--- src/rtl/regfile_wb_arbiter_pkg.sv ---
// Shared widths, constants and types for the register-file writeback arbiter.
package regfile_wb_arbiter_pkg;

  localparam int unsigned DATA_W_DEF = 32;
  localparam int unsigned ADDR_W_DEF = 5;
  localparam int unsigned REG_ZERO   = 0;

  // Which source wins the next two-way tie
  typedef enum logic {
    PRIO_A = 1'b0,
    PRIO_B = 1'b1
  } prio_e;

endpackage

--- src/rtl/regfile_wb_arbiter_rr_arb2.sv ---
// Two-way round-robin arbiter; the last winner loses the next tie.
module rr_arb2
  import regfile_wb_arbiter_pkg::*;
(
  input  logic clock,
  input  logic reset,
  input  logic reqA,
  input  logic reqB,
  output logic gntA,
  output logic gntB
);

  prio_e prio;
  prio_e prio_next;

  always_ff @(posedge clock) begin
    if (reset) begin
      prio <= PRIO_A;
    end else begin
      prio <= prio_next;
    end
  end

  always_comb begin
    gntA      = 1'b0;
    gntB      = 1'b0;
    prio_next = prio;
    if (reqA && (!reqB || prio == PRIO_A)) begin
      gntA      = 1'b1;
      prio_next = PRIO_B;
    end else if (reqB) begin
      gntB      = 1'b1;
      prio_next = PRIO_A;
    end
  end

endmodule

--- src/rtl/regfile_wb_arbiter.sv ---
// Shares the register-file write port between ALU (A) and load (B) writeback,
// and tracks pending writes so decode can stall on RAW hazards.
module regfile_wb_arbiter
  import regfile_wb_arbiter_pkg::*;
#(
  parameter int unsigned DATA_W = DATA_W_DEF,
  parameter int unsigned ADDR_W = ADDR_W_DEF
) (
  input  logic                  clock,
  input  logic                  reset,
  input  logic                  AValid,
  input  logic [ADDR_W-1:0]     AReg,
  input  logic [DATA_W-1:0]     AData,
  output logic                  AReady,
  input  logic                  BValid,
  input  logic [ADDR_W-1:0]     BReg,
  input  logic [DATA_W-1:0]     BData,
  output logic                  BReady,
  input  logic                  IssueValid,
  input  logic [ADDR_W-1:0]     IssueReg,
  input  logic [ADDR_W-1:0]     Readreg1,
  input  logic [ADDR_W-1:0]     Readreg2,
  output logic                  Stall,
  output logic [2**ADDR_W-1:0]  Busy,
  output logic                  RegWrite,
  output logic [ADDR_W-1:0]     Writereg,
  output logic [DATA_W-1:0]     Writedata
);

  localparam int unsigned NREG = 2**ADDR_W;

  logic              gnt_a;
  logic              gnt_b;
  logic              gnt_any;
  logic [ADDR_W-1:0] sel_reg;
  logic [DATA_W-1:0] sel_data;
  logic [NREG-1:0]   busy_next;

  rr_arb2 u_arb (
    .clock (clock),
    .reset (reset),
    .reqA  (AValid),
    .reqB  (BValid),
    .gntA  (gnt_a),
    .gntB  (gnt_b)
  );

  assign gnt_any = gnt_a | gnt_b;
  assign AReady  = gnt_a & ~reset;
  assign BReady  = gnt_b & ~reset;
  assign Stall   = Busy[Readreg1] | Busy[Readreg2];

  always_comb begin
    sel_reg  = AReg;
    sel_data = AData;
    if (gnt_b) begin
      sel_reg  = BReg;
      sel_data = BData;
    end
  end

  // Commit clears, issue sets afterwards so a same-edge set wins
  always_comb begin
    busy_next = Busy;
    if (RegWrite) begin
      busy_next[Writereg] = 1'b0;
    end
    if (IssueValid && IssueReg != ADDR_W'(REG_ZERO)) begin
      busy_next[IssueReg] = 1'b1;
    end
    busy_next[REG_ZERO] = 1'b0;
  end

  always_ff @(posedge clock) begin
    if (reset) begin
      Busy      <= '0;
      RegWrite  <= 1'b0;
      Writereg  <= '0;
      Writedata <= '0;
    end else begin
      Busy     <= busy_next;
      RegWrite <= gnt_any && (sel_reg != ADDR_W'(REG_ZERO));
      if (gnt_any) begin
        Writereg  <= sel_reg;
        Writedata <= sel_data;
      end
    end
  end

endmodule

--- config.mk ---
export PLATFORM = sky130hd
export DESIGN_NAME = regfile_wb_arbiter
export DESIGN_NICKNAME = d
export VERILOG_FILES = /design/src/rtl/regfile_wb_arbiter_pkg.sv /design/src/rtl/regfile_wb_arbiter_rr_arb2.sv /design/src/rtl/regfile_wb_arbiter.sv
export SDC_FILE = /design/constraint.sdc
export NUM_CORES = 1
export LEC_CHECK = 0
export ABC_CLOCK_PERIOD_IN_PS = 2000
export CAP_MARGIN = 20
export CORE_ASPECT_RATIO = 0.9
export CORE_MARGIN = 1
export CORE_UTILIZATION = 37
export DETAILED_ROUTE_END_ITERATION = 12
export HOLD_SLACK_MARGIN = 0.02
export PLACE_DENSITY = 0.77
export SLEW_MARGIN = 15
export SYNTH_ARGS = -nofsm -noshare
export SYNTH_HDL_FRONTEND = slang
export SYNTH_SLANG_ARGS = --single-unit
--- constraint.sdc ---
create_clock -name clock -period 2 [get_ports clock]
set_clock_uncertainty 0.15 [all_clocks]
set_input_delay 0.4 -clock clock [delete_from_list [all_inputs] [get_ports clock]]
set_output_delay 0.4 -clock clock [all_outputs]
set_load 0.01 [all_outputs]
==> results.toml, run 1 <==
[worst_setup_path]
timing.critical_path.to = "Stall"
timing.reg2reg.worst_path_depth = 5
crit-reg2reg-capture = "Writedata[2]"
critical_path.reg2reg.startpoint = "u_arb.prio"
kind_of_cell_adding_the_most_delay_to_the_critical_path = "multiplexers"
timing.critical_path.fanout_max = 3
critical_path_depth = 5
critical_path.startpoint = "Busy[18]"
required_time_worst_endpoint_ps = 1450
ordered_list_of_cells_on_the_worst_path = "mux4_2 > mux2_4 > a31oi_4 > o2111ai_2 > buf_2"
worstSetupPathType = "flip-flop to output port"
slowest_stage = "mux4_2"
start_kind = "flip-flop"
r2r_setup_slack_ps = 370
worst-path-buf-inv = 1
critical-path-max-stage-delay_ps = 440
critical_path_arrival_ps = 1820
endpoint_kind_of_the_worst_setup_timing_path = "output port"

[floorplan]
floorplan.die_area_sq_um = 9940
standard_cell_core_area_sq_um = 9210
initial_utilization_pct = 38.4
core.rowCount = 33
die_width_microns = 105
boundaryPins = 167
chipHeight_microns = 94.7

[placed_design]
place.detailed.instances = 705
routabilityCongestion = 0.915
dp.final_hpwl_microns = 9290
port_buffers = 165

[global_routing]
grt_util_met3_pct = 8.63
grt-ovfl-total = 0
grt_pass1_wl_microns = 19400
globalRouteTotalUtil_pct = 24.9
globalRouteMet2Util_pct = 42.9
grt_pass1_vias = 3877
grt-busiest-layer = "met2"
antenna_found_initial = 0
grt_max_degree = 65
grtUsageMet1_pct = 29.4

[yosys]
seq_cells_post_synth = 70
ys_seq_area_share_pct = 39.7
yosys_most_used_dff = "dfxtp_1"
yosys.area.top_type_share_pct = 39.7
synthCells = 390
post_synth.cell_area_avg_sq_um = 9.06
synthesis.nets = 484
synth.area.top_cells = "dfxtp_1 40%, mux2i_1 11%, a211oi_1 7.9%"
synth_edf_count = 0
synthesis.yosys.warnings = 0
ys_types = 35
async_reset_ff_share_pct = 0
synth_top_cell_by_area = "dfxtp_1"
syn-cell-area_sq_um = 3530

[pwr]
power_density_nw_per_um2 = 585
post-layout-total-power_w = 0.00344
leakage_nw = 2.34
power.ir.vdd_worst_mv = 0.426

[clocking]
cts_bufs_inserted = 9
clock_latency_reported_for_the_late_side_of_the_worst_skew_pair_ps = 340
max_root_sink_buffers = 2
path_clk_slew_ps = 70
clock_tree_from_tritoncts = "built"
htreeDepth = 3
numClockSinks = 70
holdBufCountCts = 0
cts.root.buffer_cell = "clkbuf_8"

[sta]
timing.final.hold_violations = 0
final-setup-viol-count = 1
fin_hold_ws_ps = 153
worst_pin_slew_ps = 658
final_period_minus_worst_setup_slack_ps = 2370
setup_total_negative_slack_ps = -367
rsz0062_at_grt = "yes"
maxClockFrequency_ghz = 0.422
max_slew_margin_pct = 56.1
maxSlewViolCount = 0
period_share_pct = 118
post-route-worst-setup-slack_ps = -367

[hold_path]
timing.hold.worst.start = "reset"
hold_path.class = "input pin to flip-flop"

[detailed_routing]
drtIter0Drc = 178
wl_per_cell_microns = 16.7
detail_route.wirelength_microns = 12100
drt_pre_antenna_iters = 4
vias_per_cell = 5.35
via_count = 3876
drc = 0
postRouteAntennaNets = 0

[run]
max-cap-violations = 0

[status]
failed_checks = "setup timing"
run_status = "finished with violations"

[final_layout]
area_delta_synth_final_pct = 66.5
layoutNonFillerInstCount = 724
post_route_cells_drive_above_1_share_pct = 19.9
layout_commonest_cell = "clkdlybuf4s50_1"
diodes = 0
final.fill_count = 748
most-common-layout-cells = "150 x clkdlybuf4s50_1, 60 x buf_4, 57 x dfxtp_1, 47 x nor2_1, 40 x mux2i_1"
final_nets = 691
[sequential cells by signal, summed over array words and instances (netlist names)]
register	cells
Writedata	32
Busy	31
Writereg	5
RegWrite	1
u_arb.prio	1
[layer usage]
layer | part of all wire [%] | wire length (microns)
met5 | 0 | 0
met4 | 1.5 | 175
met3 | 11 | 1350
met2 | 48 | 5730
met1 | 40 | 4810
[synthesized netlist by cell type (3+ instances only)]
library cell / instances
dfxtp_1: 70
buf_1: 4
mux4_1: 3
buf_2: 9
or4_1: 3
and3b_1: 3
a21oi_1: 34
nand2_1: 39
nand3_1: 4
nor2_1: 47
mux2i_1: 40
a211oi_1: 37
mux4_2: 11
o211ai_1: 3
or3b_2: 3
o21ai_0: 32
nor3b_1: 5
clkbuf_1: 14
nand3b_1: 8
[worst min-delay path by stage]
stage / endpoint / slack [ps] / cells after the start
5_1_grt: Writedata[29] / 170 / 2
3_3_place_gp: u_arb.prio / 320 / 2
4_1_cts: Writedata[29] / 140 / 2
2_1_floorplan: u_arb.prio / 310 / 2
3_5_place_dp: u_arb.prio / 320 / 2
6_report: Writedata[29] / 150 / 2
[timing repair]
action | CTS | global route
resized for setup | 37 | 13
buffers inserted | 2 | 1
endpoints found under the setup margin | 5 | 7
pin swaps | 6 | 3
[metrics by stage]
stage / setup WS [ps] / area (sq um) / util (%)
global placement: -1200 / 5630 / 61.2
floorplan: -17.3 / 3550 / -
finish: -367 / 5880 / 63.9
global route: -453 / 5880 / 63.9
CTS: -381 / 5870 / 63.8
detailed placement: -1200 / 5630 / 61.2
[where the power goes]
group	leakage, nW	total, W	internal (W)	switching [W]
clock network	0.106	0.00116	0.000639	0.000519
logic	1.65	0.000760	0.000440	0.000320
registers	0.582	0.00153	0.00147	0.0000553
total	2.34	0.00344	0.00255	0.000894
[cell families after synthesis]
kind of cell | Yosys count | share of synthesized area [%]
AO/OA/AOI/OAI | 110 | 18.7
buffers and inverters | 32 | 4.11
flip-flops | 70 | 39.7
multiplexers | 56 | 21.2
other | 1 | 0.106
AND/OR/NAND/NOR | 121 | 16.2
[layout make-up]
| class | instances | area [sq um] | share of cell area (%) |
|---|---|---|---|
| clock buffer | 12 | 155 | 2.64 |
| timing repair buffer | 227 | 2100 | 35.7 |
| sequential | 70 | 1420 | 24.1 |
| clock inverter | 4 | 45.0 | 0.766 |
| inverter | 1 | 3.75 | 0.0638 |
| tap | 122 | 153 | 2.60 |
| multi-input combinational | 288 | 2010 | 34.2 |
No activity file was read; power rests on OpenSTA's default activity.
==> inputs of run 2 (changes only) <==
- CORE_UTILIZATION: 37 -> 38
- PLACE_DENSITY: 0.77 -> 0.79
- SYNTH_HIERARCHICAL: default -> 1
==> run 2 against run 1 <==
The run still ends with setup timing left. Combinational power grew 7.4%. Fmax shrank 0.27%. First-iteration DRC count grew 24%. Critical path depth grew 1. Clock power is essentially flat. Core utilization grew 1.4 points. Critical path type unchanged. Highest routed layer unchanged.
==> results.toml, run 2 <==
[status]
run_status = "finished with violations"
failed_checks = "setup timing"

[final_layout]
diodes = 0
largest_registers_in_the_final_layout = "Writedata: 32 flops, Busy: 31 flops, Writereg: 5 flops"
multi_input_area_sq_um = 2080
layout_commonest_cell = "clkdlybuf4s50_1"
max_ffs_per_register = 32
final_nets = 727
area_delta_synth_final_pct = 65.8
fin_area_sq_um = 5960
most-common-layout-cells = "150 x clkdlybuf4s50_1, 84 x nor2_1, 71 x a21oi_1, 56 x dfxtp_1, 56 x buf_4"
total_area_of_sequential_cells_sq_um = 1420
final_core_util_pct = 65.3
layoutNonFillerInstCount = 760
post_route_cells_drive_above_1_share_pct = 18.7
registers.top_by_ff_count = "Writedata"
final.fill_count = 733

[yosys]
yosys_most_used_dff = "dfxtp_1"
post_synth.cell_area_avg_sq_um = 8.39
synthCells = 428
async_reset_ff_share_pct = 0
synthesis.yosys.warnings = 6
synth.area.top_cells = "dfxtp_1 39%, mux2i_1 11%, a21oi_1 9.9%"
synth_edf_count = 0
ys_seq_area_share_pct = 39.0
yosys.cell_count.top_type = "nor2_1"
ys_types = 35
seq_cells_post_synth = 70
yosys.area.top_type_share_pct = 39.0
synth_top_cell_by_area = "dfxtp_1"
synthesis.nets = 522
syn-cell-area_sq_um = 3590
post_synth_most_frequent_cells = "84 x nor2_1, 71 x a21oi_1, 70 x dfxtp_1"

[worst_setup_path]
r2r_setup_slack_ps = 170
critical_path_arrival_ps = 1820
crit-reg2reg-capture = "RegWrite"
start_kind = "flip-flop"
timing.reg2reg.worst_path_depth = 5
slowest_stage = "mux4_2"
ordered_list_of_cells_on_the_worst_path = "mux4_2 > mux2i_1 > nor3b_2 > a31oi_4 > o2111ai_2 > buf_2"
endpoint_kind_of_the_worst_setup_timing_path = "output port"
timing.critical_path.fanout_max = 3
critical_path.reg2reg.startpoint = "u_arb/prio"
kind_of_cell_adding_the_most_delay_to_the_critical_path = "multiplexers"
worstSetupPathType = "flip-flop to output port"
required_time_worst_endpoint_ps = 1450
critical_path_depth = 6
critical-path-max-stage-delay_ps = 460
worst-path-buf-inv = 1

[pwr]
p_seq_share_pct = 43.6
leakage_nw = 2.39
combPwrFrac_pct = 23.5
power.ir.vdd_worst_mv = 0.451
sw_frac_of_total_pct = 27.2
power.switching_w = 0.000946
intPower_w = 0.00253
power.share.clock_pct = 32.9
power_density_nw_per_um2 = 584

[global_routing]
grt-ovfl-total = 0
antenna_found_initial = 0
grt_pass1_wl_microns = 19500
grt_max_degree = 77
globalRouteTotalUtil_pct = 24.9
grt_pass1_vias = 4066

[hold_path]
timing.hold.worst_endpoint = "u_arb/prio"
timing.hold.worst.start = "AValid"
hold_path.class = "input pin to flip-flop"
worst_hold_path_cells = 3

[clocking]
numClockSinks = 70
cts.root.buffer_cell = "clkbuf_8"
clock_tree_from_tritoncts = "built"
max_root_sink_buffers = 2
cts_bufs_inserted = 9
path_clk_slew_ps = 80
htreeDepth = 3
clock_latency_reported_for_the_late_side_of_the_worst_skew_pair_ps = 340

[floorplan]
standard_cell_core_area_sq_um = 9130
boundaryPins = 167
initial_utilization_pct = 39.4
floorplan.die_area_sq_um = 9850
chipHeight_microns = 94.2
die_width_microns = 104
core.rowCount = 33

[run]
max-cap-violations = 0

[sta]
final_period_minus_worst_setup_slack_ps = 2370
post-route-worst-setup-slack_ps = -374
worst_pin_slew_ps = 705
maxClockFrequency_ghz = 0.421
timing.final.hold_violations = 0
period_share_pct = 119
maxSlewViolCount = 0
rsz0062_at_grt = "yes"
max_slew_margin_pct = 53.0
setup_total_negative_slack_ps = -374
final-setup-viol-count = 1

[detailed_routing]
drc = 0
via_count = 4027
vias_per_cell = 5.30
drtIter0Drc = 221
drt_pre_antenna_iters = 6
wl_per_cell_microns = 16.2
detail_route.wirelength_microns = 12300
postRouteAntennaNets = 0

[placed_design]
post_dp_cell_area_sq_um = 5720
port_buffers = 165
place.detailed.instances = 743
dp.final_hpwl_microns = 9450
routabilityCongestion = 0.876
## run 2: worst max-delay path by stage
stage | start | end
2_1_floorplan | Readreg2[2] | Stall
3_3_place_gp | Readreg2[0] | Stall
3_5_place_dp | Readreg2[0] | Stall
4_1_cts | Busy[18] | Stall
5_1_grt | Busy[14] | Stall
6_report | Busy[14] | Stall
## run 2: cell type report
| class | count | share of cell area [%] |
|---|---|---|
| Multi-Input combinational cell | 326 | 35.0 |
| Sequential cell | 70 | 23.8 |
| Clock buffer | 10 | 2.31 |
| Clock inverter | 6 | 1.03 |
| Timing Repair Buffer | 225 | 35.3 |
| Inverter | 1 | 0.0630 |
| Tap cell | 122 | 2.56 |
## run 2: metrics by stage
stage               power, W  worst slack [ps]  hold slack, ps
floorplan            0.00190             -17.3             304
global placement     0.00234             -1160             372
detailed placement   0.00236             -1180             383
CTS                  0.00349              -385             344
global route         0.00363              -480             351
finish               0.00348              -374             358
## run 2: worst register-to-register path, stage by stage (launching register included)
cell and delay (ps):
dfxtp_1 340, nand2b_4 130, and2_2 150, buf_4 570, a21oi_1 100, a311oi_1 290
## run 2: per-layer routing
metal | part of all wire [%] | track usage (%) | up-vias
met5 | 0 | 0 | -
met4 | 1.8 | 7.38 | 0
met3 | 9.8 | 8.18 | 20
met2 | 49 | 43.7 | 220
met1 | 39 | 28.9 | 1866
li1 | - | - | 1921
## run 2: power by group through the flow
stage / clock (W) / combinational, W / sequential, W
floorplan: 0 / 0.000327 / 0.00157
global placement: 0 / 0.000794 / 0.00154
detailed placement: 0 / 0.000818 / 0.00155
CTS: 0.00116 / 0.000816 / 0.00152
global route: 0.00122 / 0.000881 / 0.00152
finish: 0.00115 / 0.000816 / 0.00152
## run 2: cells by family after synthesis
logic type      share of synthesized area [%]
simple gates                             20.1
compound gates                           15.9
flops                                    39.0
buf+inv                                  4.01
mux                                      20.9
other cells                             0.104
## run 2: timing repair
item                       4_1_cts  5_1_grt
hold buffers                     0        0
pin swaps                        6        3
hold endpoints to repair         0        0
setup buffers                    1        0
gates resized for setup         34       12
setup endpoints to repair        9        6
==> inputs of run 3 (changes only) <==
==> constraint.sdc (replaced) <==
create_clock -name clock -period 2 [get_ports clock]
set_clock_uncertainty 0.15 [all_clocks]
set_input_delay 0.6 -clock clock [delete_from_list [all_inputs] [get_ports clock]]
set_output_delay 0.6 -clock clock [all_outputs]
set_load 0.01 [all_outputs]
==> run 3 against run 2 <==
The run still ends with setup timing left. Register-to-register slack got worse by 20 ps. Worst setup slack got worse by 290 ps. Sequential cell count did not move. Non-clock buffer count rose by 2. Combinational power barely moved. First-iteration DRC count fell by 12%. Sequential power barely moved. Clock power barely moved. Die area did not move. Design area rose by 0.44%. Power barely moved. Clock-buffer cell count rose by 1.
==> results.toml, run 3 (synthesis gave the netlist of run 2 again) <==
[detailed_routing]
detail_route.wirelength_microns = 12600
drt_pre_antenna_iters = 5
vias_per_cell = 5.32
drc = 0
postRouteAntennaNets = 0
wl_per_cell_microns = 16.6
via_count = 4056
drtIter0Drc = 195

[final_layout]
most-common-layout-cells = "90 x clkdlybuf4s50_1, 84 x nor2_1, 71 x a21oi_1, 60 x buf_4, 54 x dfxtp_1"
diodes = 0
fin_area_sq_um = 5980
layout_commonest_cell = "clkdlybuf4s50_1"
post_route_cells_drive_above_1_share_pct = 21.3
final_nets = 729
largest_registers_in_the_final_layout = "Writedata: 32 flops, Busy: 31 flops, Writereg: 5 flops"
max_ffs_per_register = 32
final_core_util_pct = 65.6
registers.top_by_ff_count = "Writedata"
area_delta_synth_final_pct = 66.6

[sta]
max_slew_margin_pct = 51.4
maxClockFrequency_ghz = 0.376
maxSlewViolCount = 0
period_share_pct = 133
setup_total_negative_slack_ps = -659
rsz0062_at_grt = "yes"
final-setup-viol-count = 1
timing.final.hold_violations = 0
post-route-worst-setup-slack_ps = -659
worst_pin_slew_ps = 730
final_period_minus_worst_setup_slack_ps = 2660

[global_routing]
globalRouteMet2Util_pct = 44.6
grt_util_met3_pct = 7.56
grt-busiest-layer = "met2"
grt-ovfl-total = 0
antenna_found_initial = 0
grt_max_degree = 77
grtUsageMet1_pct = 28.3
grt_pass1_vias = 4131
globalRouteTotalUtil_pct = 25.5
grt_pass1_wl_microns = 19700

[worst_setup_path]
worstSetupPathType = "input pin to output port"
kind_of_cell_adding_the_most_delay_to_the_critical_path = "simple AND/OR/NAND/NOR gates"
critical-path-max-stage-delay_ps = 490
most_common_cell_on_crit_path = "buf_4"
slowest_stage = "or4_4"
start_kind = "input pin"
critical_path_arrival_ps = 1910
endpoint_kind_of_the_worst_setup_timing_path = "output port"
worst-path-buf-inv = 4
timing.critical_path.fanout_max = 4
ordered_list_of_cells_on_the_worst_path = "buf_4 > buf_4 > buf_4 > nor2b_1 > or4_4 > o2111ai_2 > buf_2"
required_time_worst_endpoint_ps = 1250

[pwr]
power_density_nw_per_um2 = 581
leakage_nw = 2.82
power.ir.vdd_worst_mv = 0.356

[clocking]
numClockSinks = 70
clock_latency_reported_for_the_late_side_of_the_worst_skew_pair_ps = 340
holdBufCountCts = 0
cts.root.buffer_cell = "clkbuf_8"
path_clk_slew_ps = 80
max_root_sink_buffers = 2
cts_bufs_inserted = 9
clock_tree_from_tritoncts = "built"
htreeDepth = 3

[floorplan]
floorplan.die_area_sq_um = 9850
die_width_microns = 104
initial_utilization_pct = 39.4
core.rowCount = 33
boundaryPins = 167
chipHeight_microns = 94.2
standard_cell_core_area_sq_um = 9130

[placed_design]
post_dp_cell_area_sq_um = 5720
port_buffers = 165
worst_setup_slack_before_clock_tree_synthesis_ps = -1610
routabilityCongestion = 0.898
dp.final_hpwl_microns = 9250

[status]
failed_checks = "setup timing"
run_status = "finished with violations"

[run]
max-cap-violations = 0

[hold_path]
hold_path.class = "flip-flop to flip-flop"
[run 3: timing repair]
action	CTS	global route
buffers inserted	4	1
resized for setup	121	31
endpoints found under the hold margin	0	0
endpoints found under the setup margin	88	17
pin swaps	5	7
[run 3: routing by layer]
metal	routed length, microns	vias to the layer above
met5	0	-
met4	366	0
met3	1320	33
met2	6170	237
met1	4780	1862
li1	-	1924
[run 3: final timing paths]
| path | slack, ps | start | to | cells past startpoint |
|---|---|---|---|---|
| hold / removal | 360 | Busy[21] | Busy[21] | 2 |
| setup reg to reg | 150 | u_arb/prio | Writedata[18] | 6 |
| hold reg to reg | 360 | Busy[21] | Busy[21] | 2 |
| setup / recovery | -660 | Readreg2[2] | Stall | 7 |
[run 3: cell type report]
class                   count  area, sq um
flip-flops and latches     70         1420
well taps                 122          153
inverters                   1         3.75
repair buffers            227         2090
clock inverters             5         58.8
multi-input cells         326         2120
fillers                   762         3140
clock buffers              11          141
[run 3: worst reg2reg max path: cells and delay by family, from the launching register on]
| kind | cells | cell delay (ps) |
|---|---|---|
| simple gates | 4 | 490 |
| compound gates | 1 | 170 |
| flops | 1 | 350 |
| buf+inv | 1 | 570 |
[run 3: per-stage QoR]
stage,total power (W),cells,hold slack (ps)
floorplan,0.00191,428,319
global placement,0.00233,743,371
detailed placement,0.00236,743,385
CTS,0.00351,763,355
global route,0.00364,762,376
finish,0.00348,762,359
[run 3: power by group]
| group | switching (W) | leakage [nW] | internal, W |
|---|---|---|---|
| Sequential | 0.0000406 | 0.580 | 0.00146 |
| Combinational | 0.000370 | 2.14 | 0.000444 |
| Clock | 0.000549 | 0.0955 | 0.000611 |
| Total | 0.000960 | 2.82 | 0.00252 |
==> RTL edit 1, RTL diff (flow settings as in run 3) <==
Set the package constant `REG_ZERO` to 1 (it was 0).
--- a/src/rtl/regfile_wb_arbiter_pkg.sv
+++ b/src/rtl/regfile_wb_arbiter_pkg.sv
@@ -4,5 +4,5 @@
   localparam int unsigned DATA_W_DEF = 32;
   localparam int unsigned ADDR_W_DEF = 5;
-  localparam int unsigned REG_ZERO   = 0;
+  localparam int unsigned REG_ZERO   = 1;
 
   // Which source wins the next two-way tie
Formal check against the unedited RTL: not equivalent (a bounded check fails within 4 cycles, from zero or initial values and one cycle with reset high).
==> RTL edit 1 against run 3 <==
The flow still finishes with violations (negative setup slack); synthesized cell count down 0.47%; synthesized area up 0.35%; clock power up 9%; core utilization down 0.20 points; worst setup slack worse by 0.051 ns; die area up 0.35%; final cell count down 1.2%; final area up 0.15%; critical path type unchanged; wire length down 3.4%; sequential share of layout area up 0.17 points; power up 3.0%; largest cell class is now buffers; sequential cell count unchanged.
==> RTL edit 1: results (changes against run 3) <==
----------------------------------------------------
[Yosys]
  Post-synthesis cell area ... 3600 um^2 (+0.35%)
  Number of distinct library cells after synthesis ... 36 (+2.9%)
  Largest cells by area after synthesis ... dfxtp_1, mux2i_1, a21oi_1
  Syn_nets ... 520 (-0.38%)
  Register area share after synthesis ... 0.389 (-0.00135)
  Cells after synthesis ... 426 (-0.47%)

[Timing]
  Pin slew with the least headroom to its limit ... 0.699 ns (-0.0306 ns)
  Total Negative Setup Slacks ... -0.710 ns (-0.0509 ns)
  PnR worst setup slack ... -0.710 ns (-0.0509 ns)
  Number of endpoints failing setup at the final stage ... 1 (unchanged)

[Final layout]
  Number of nets in the finished design ... 720 (-1.2%)
  Final-layout non-clock buffer area share ... 0.351 (+0.00200)
  Number of multi-input logic gates ... 321 (-1.5%)
  Clock buf/inv share ... 0.0359 (+0.00246)
  Layout cells sized above 1 ... 0.203 (-0.00965)
  Layout clock buffers ... 12 (+1)
  Register Area ... 1430 um^2 (+0.88%)

[GRT]
  Vias in the first global route ... 3930 (-4.9%)
  Global-route wire length before repair ... 19100 um (-2.9%)

[Critical path]
  CP peak stage delay ... 0.53 ns (+0.04 ns)
  Endpoint of the worst register-to-register path ... Writedata[31]
  Biggest fanout along the worst timing path ... 3 (-1)
  Crit path arrival time ... 1.96 ns (+0.05 ns)

[Clocking]
  Cts repair resizes ... 110 (-9.1%)
  Post-CTS Setup Repair Bufs ... 1 (-3)

[Routing]
  Number of vias per cell after detailed routing ... 5.27 (-1.1%)
  Wire length per cell after detailed routing ... 16.2 um (-2.2%)
  Aggregate routed wire length ... 12200 um (-3.4%)

[Outcome]
  Violations in the final reports ... negative setup slack
  Outcome ... finished, violations left

[Placed design]
  Detailed placement HPWL ... 9060 um (-2.1%)
  Placer's final routability congestion estimate ... 0.883 (-1.7%)

[Power]
  Int Power ... 2.64 mW (+4.8%)
  Combinational cell fraction of total power ... 0.224 (-0.010)
  Power in the clock group ... 1.27 mW (+9%)
  Worst vdd rail ir drop ... 0.000424 V (+19%)

[Hold path]
  Hold endpoint ... Busy[11]

----------------------------------------------------
RTL edit 1: routing by layer:
metal | vias up | share of wire | track usage
met1 | 1842 | 0.41 | 0.295
li1 | 1895 | - | -
met3 | 22 | 0.095 | 0.0732
met2 | 207 | 0.48 | 0.413
met5 | - | 0 | 0
met4 | 0 | 0.020 | 0.0939
RTL edit 1: worst max path at each step:
stage                            from     to  cells past startpoint
after global routing      Readreg1[0]  Stall                      8
final                     Readreg2[3]  Stall                      7
after CTS                 Readreg1[0]  Stall                      8
after floorplan           Readreg1[0]  Stall                      6
after detailed placement  Readreg1[0]  Stall                      8
after global placement    Readreg1[0]  Stall                      8
RTL edit 1: kinds of logic after synthesis:
| family | synth area share |
|---|---|
| and+or+nand+nor | 0.189 |
| AOI/OAI and AO/OA | 0.162 |
| DFF | 0.389 |
| muxes | 0.216 |
| buffers and inverters | 0.0441 |
| other | 0.00104 |
==> RTL edit 2, RTL diff (settings of run 3) <==
Without the edit above. Reset style: asynchronous (`reset`), changed in 2 clocked blocks.
--- a/src/rtl/regfile_wb_arbiter_rr_arb2.sv
+++ b/src/rtl/regfile_wb_arbiter_rr_arb2.sv
@@ -14,5 +14,5 @@
   prio_e prio_next;
 
-  always_ff @(posedge clock) begin
+  always_ff @(posedge clock or posedge reset) begin
     if (reset) begin
       prio <= PRIO_A;
--- a/src/rtl/regfile_wb_arbiter.sv
+++ b/src/rtl/regfile_wb_arbiter.sv
@@ -72,5 +72,5 @@
   end
 
-  always_ff @(posedge clock) begin
+  always_ff @(posedge clock or posedge reset) begin
     if (reset) begin
       Busy      <= '0;
Function: differs if reset is asserted again (counterexample within 4 cycles, from zero or initial values and one cycle with reset high); with reset held inactive, the same outputs for 10 cycles.
==> RTL edit 2 against run 3 <==
The flow still finishes with violations (negative setup slack); wire length decreased by 2.4%; final area increased by 4.0%; non-clock buffer count increased by 27; worst setup slack got worse by 0.089 ns; sequential cell count unchanged; critical path depth unchanged; synthesized area increased by 2.5%; worst hold slack got worse by 0.061 ns; die area increased by 2.4%.
Power is not compared: it rests on default switching activity, and its combinational part moved more than twofold at a synthesized area within 25%.
==> RTL edit 2: results (changes against run 3) <==
----------------------------------------------------
[Final layout]
  Leading registers by flop count ... Writedata x32, Busy x31, Writereg x5
  Layout cells sized above 1 ... 0.262 (+0.0492)
  Number of nets in the finished design ... 691 (-5.2%)
  Register with the most flip-flops ... Writedata
  Fill cell count ... 768 (+0.79%)

[Yosys]
  Most frequent cells after synthesis ... o21ai_0, dfrtp_1, nand2_1
  Cells after synthesis ... 354 (-17%)
  Total number of yosys warnings ... 6 (unchanged)
  Syn_nets ... 448 (-14%)
  Number of distinct library cells after synthesis ... 39 (+11%)
  Largest cells by area after synthesis ... dfrtp_1, o21ai_0, mux2i_1
  Register area share after synthesis ... 0.476 (+0.0858)
  Most used flip-flop cell after synthesis ... dfrtp_1
  Async S/R FF share, synth ... 1.00 (+1.00)

[Placed design]
  Detailed placement HPWL ... 9240 um (-0.13%)
  Placer's final routability congestion estimate ... 0.905 (+0.71%)
  Placement-stage cell area ... 5970 um^2 (+4.3%)
  Worst setup timing slack at the placement stage ... -1.63 ns (-0.0193 ns)

[Outcome]
  Violations in the final reports ... negative setup slack
  Outcome ... finished, violations left

[Hold path]
  Class of the most critical hold timing path ... primary input to async pin

[GRT]
  Largest net degree at the start of global routing ... 46 (-40%)
  Vias in the first global route ... 3825 (-7.4%)
  Global-route wire length before repair ... 19400 um (-1.4%)
  GRT Overall Usage ... 0.253 (-0.00195)

[Routing]
  Number of vias per cell after detailed routing ... 5.31 (-0.31%)
  Wire length per cell after detailed routing ... 17.1 um (+3.0%)
  Drt initial violations ... 139 (-29%)
  Aggregate routed wire length ... 12300 um (-2.4%)

[Critical path]
  CP peak stage delay ... 0.53 ns (+0.04 ns)
  Biggest fanout along the worst timing path ... 5 (+1)
  Crit path arrival time ... 2.00 ns (+0.09 ns)
  Cell with the biggest individual delay on the critical path ... mux4_2
  Flop-to-flop setup slack ... 0.06 ns (-0.09 ns)

[Timing]
  PnR worst setup slack ... -0.748 ns (-0.0887 ns)
  Total Negative Setup Slacks ... -0.862 ns (-0.203 ns)
  Final-layout worst hold slack ... 0.298 ns (-0.0608 ns)
  Number of endpoints failing setup at the final stage ... 3 (+2)
  Max-slew violation count ... 0 (unchanged)

[Clocking]
  Clock latency on the worst-skew pair ... 0.35 ns
  Number of buffers between clock root and the deepest sink ... 2 (unchanged)

[Power]
  Leakage power ... 2.77 nW

----------------------------------------------------
==> RTL edit 2: cell types whose count changed in the layout (fill, tap and decap cells not counted), sizes merged, moves of 5 or more <==
cell,delta
clkdlybuf4s50,-8
buf,+31
dfxtp,-70
dlygate4sd2,+10
dlymetal6s2s,-10
dfrtp,+70
nor2,-75
a21oi,-70
o21ai,+67
nand3b,+5
==> RTL edit 2: worst paths after layout <==
path                            endpoint    startpoint  depth (start not counted)
max reg2reg                  Writereg[3]    u_arb/prio                          5
max in group asynchronous  Writedata[30]         reset                          4
min                           u_arb/prio         reset                          3
min reg2reg                 Writedata[6]  Writedata[6]                          2
max                                Stall   Readreg1[0]                          7
min in group clock            u_arb/prio        AValid                          3
==> RTL edit 2: final cells by class <==
| class | instances | area share |
|---|---|---|
| Clock buffer | 10 | 0.0221 |
| Sequential cell | 70 | 0.282 |
| Inverter | 6 | 0.00422 |
| Timing Repair Buffer | 254 | 0.363 |
| Tap cell | 122 | 0.0245 |
| Clock inverter | 4 | 0.00402 |
| Multi-Input combinational cell | 256 | 0.300 |
==> RTL edit 2: power breakdown <==
part | leakage, nW | switching (mW) | total (mW) | internal [mW]
Combinational | 1.87 | 1.26 | 3.12 | 1.86
Clock | 0.0800 | 0.528 | 0.994 | 0.465
Sequential | 0.812 | 0.392 | 2.25 | 1.85
Total | 2.77 | 2.18 | 6.35 | 4.18
==> RTL edit 2: timing repair <==
action,CTS,global route
buffers inserted,17,2
hold endpoints to repair,0,0
endpoints found under the setup margin,107,15
pin swaps,5,1
resized for setup,155,20
==> RTL edit 2: worst max-delay path, delay by kind of cell <==
kind	cells	cell delay, ns
AO/OA/AOI/OAI	1	0.10
buffers and inverters	2	0.42
multiplexers	1	0.53
AND/OR/NAND/NOR	3	0.34
==> RTL edit 2: per-stage QoR <==
stage          power (mW)   util
5_1_grt              6.70  0.673
4_1_cts              6.32  0.669
3_3_place_gp         5.24  0.645
6_report             6.35  0.673
2_1_floorplan        3.25      -
3_5_place_dp         5.34  0.645
==> RTL edit 2: logic make-up after synthesis <==
kind of cell	after synthesis	share of synthesized area
other cells	1	0.00102
buf+inv	28	0.0343
simple gates	89	0.125
flops	70	0.476
mux	56	0.207
compound gates	110	0.157
==> RTL edit 2: layer usage <==
metal,vias to the layer above,track usage,routed length [um]
met4,0,0.115,256
met5,-,0,0
li1,1781,-,-
met2,197,0.413,5800
met1,1832,0.324,5190
met3,21,0.0574,1080
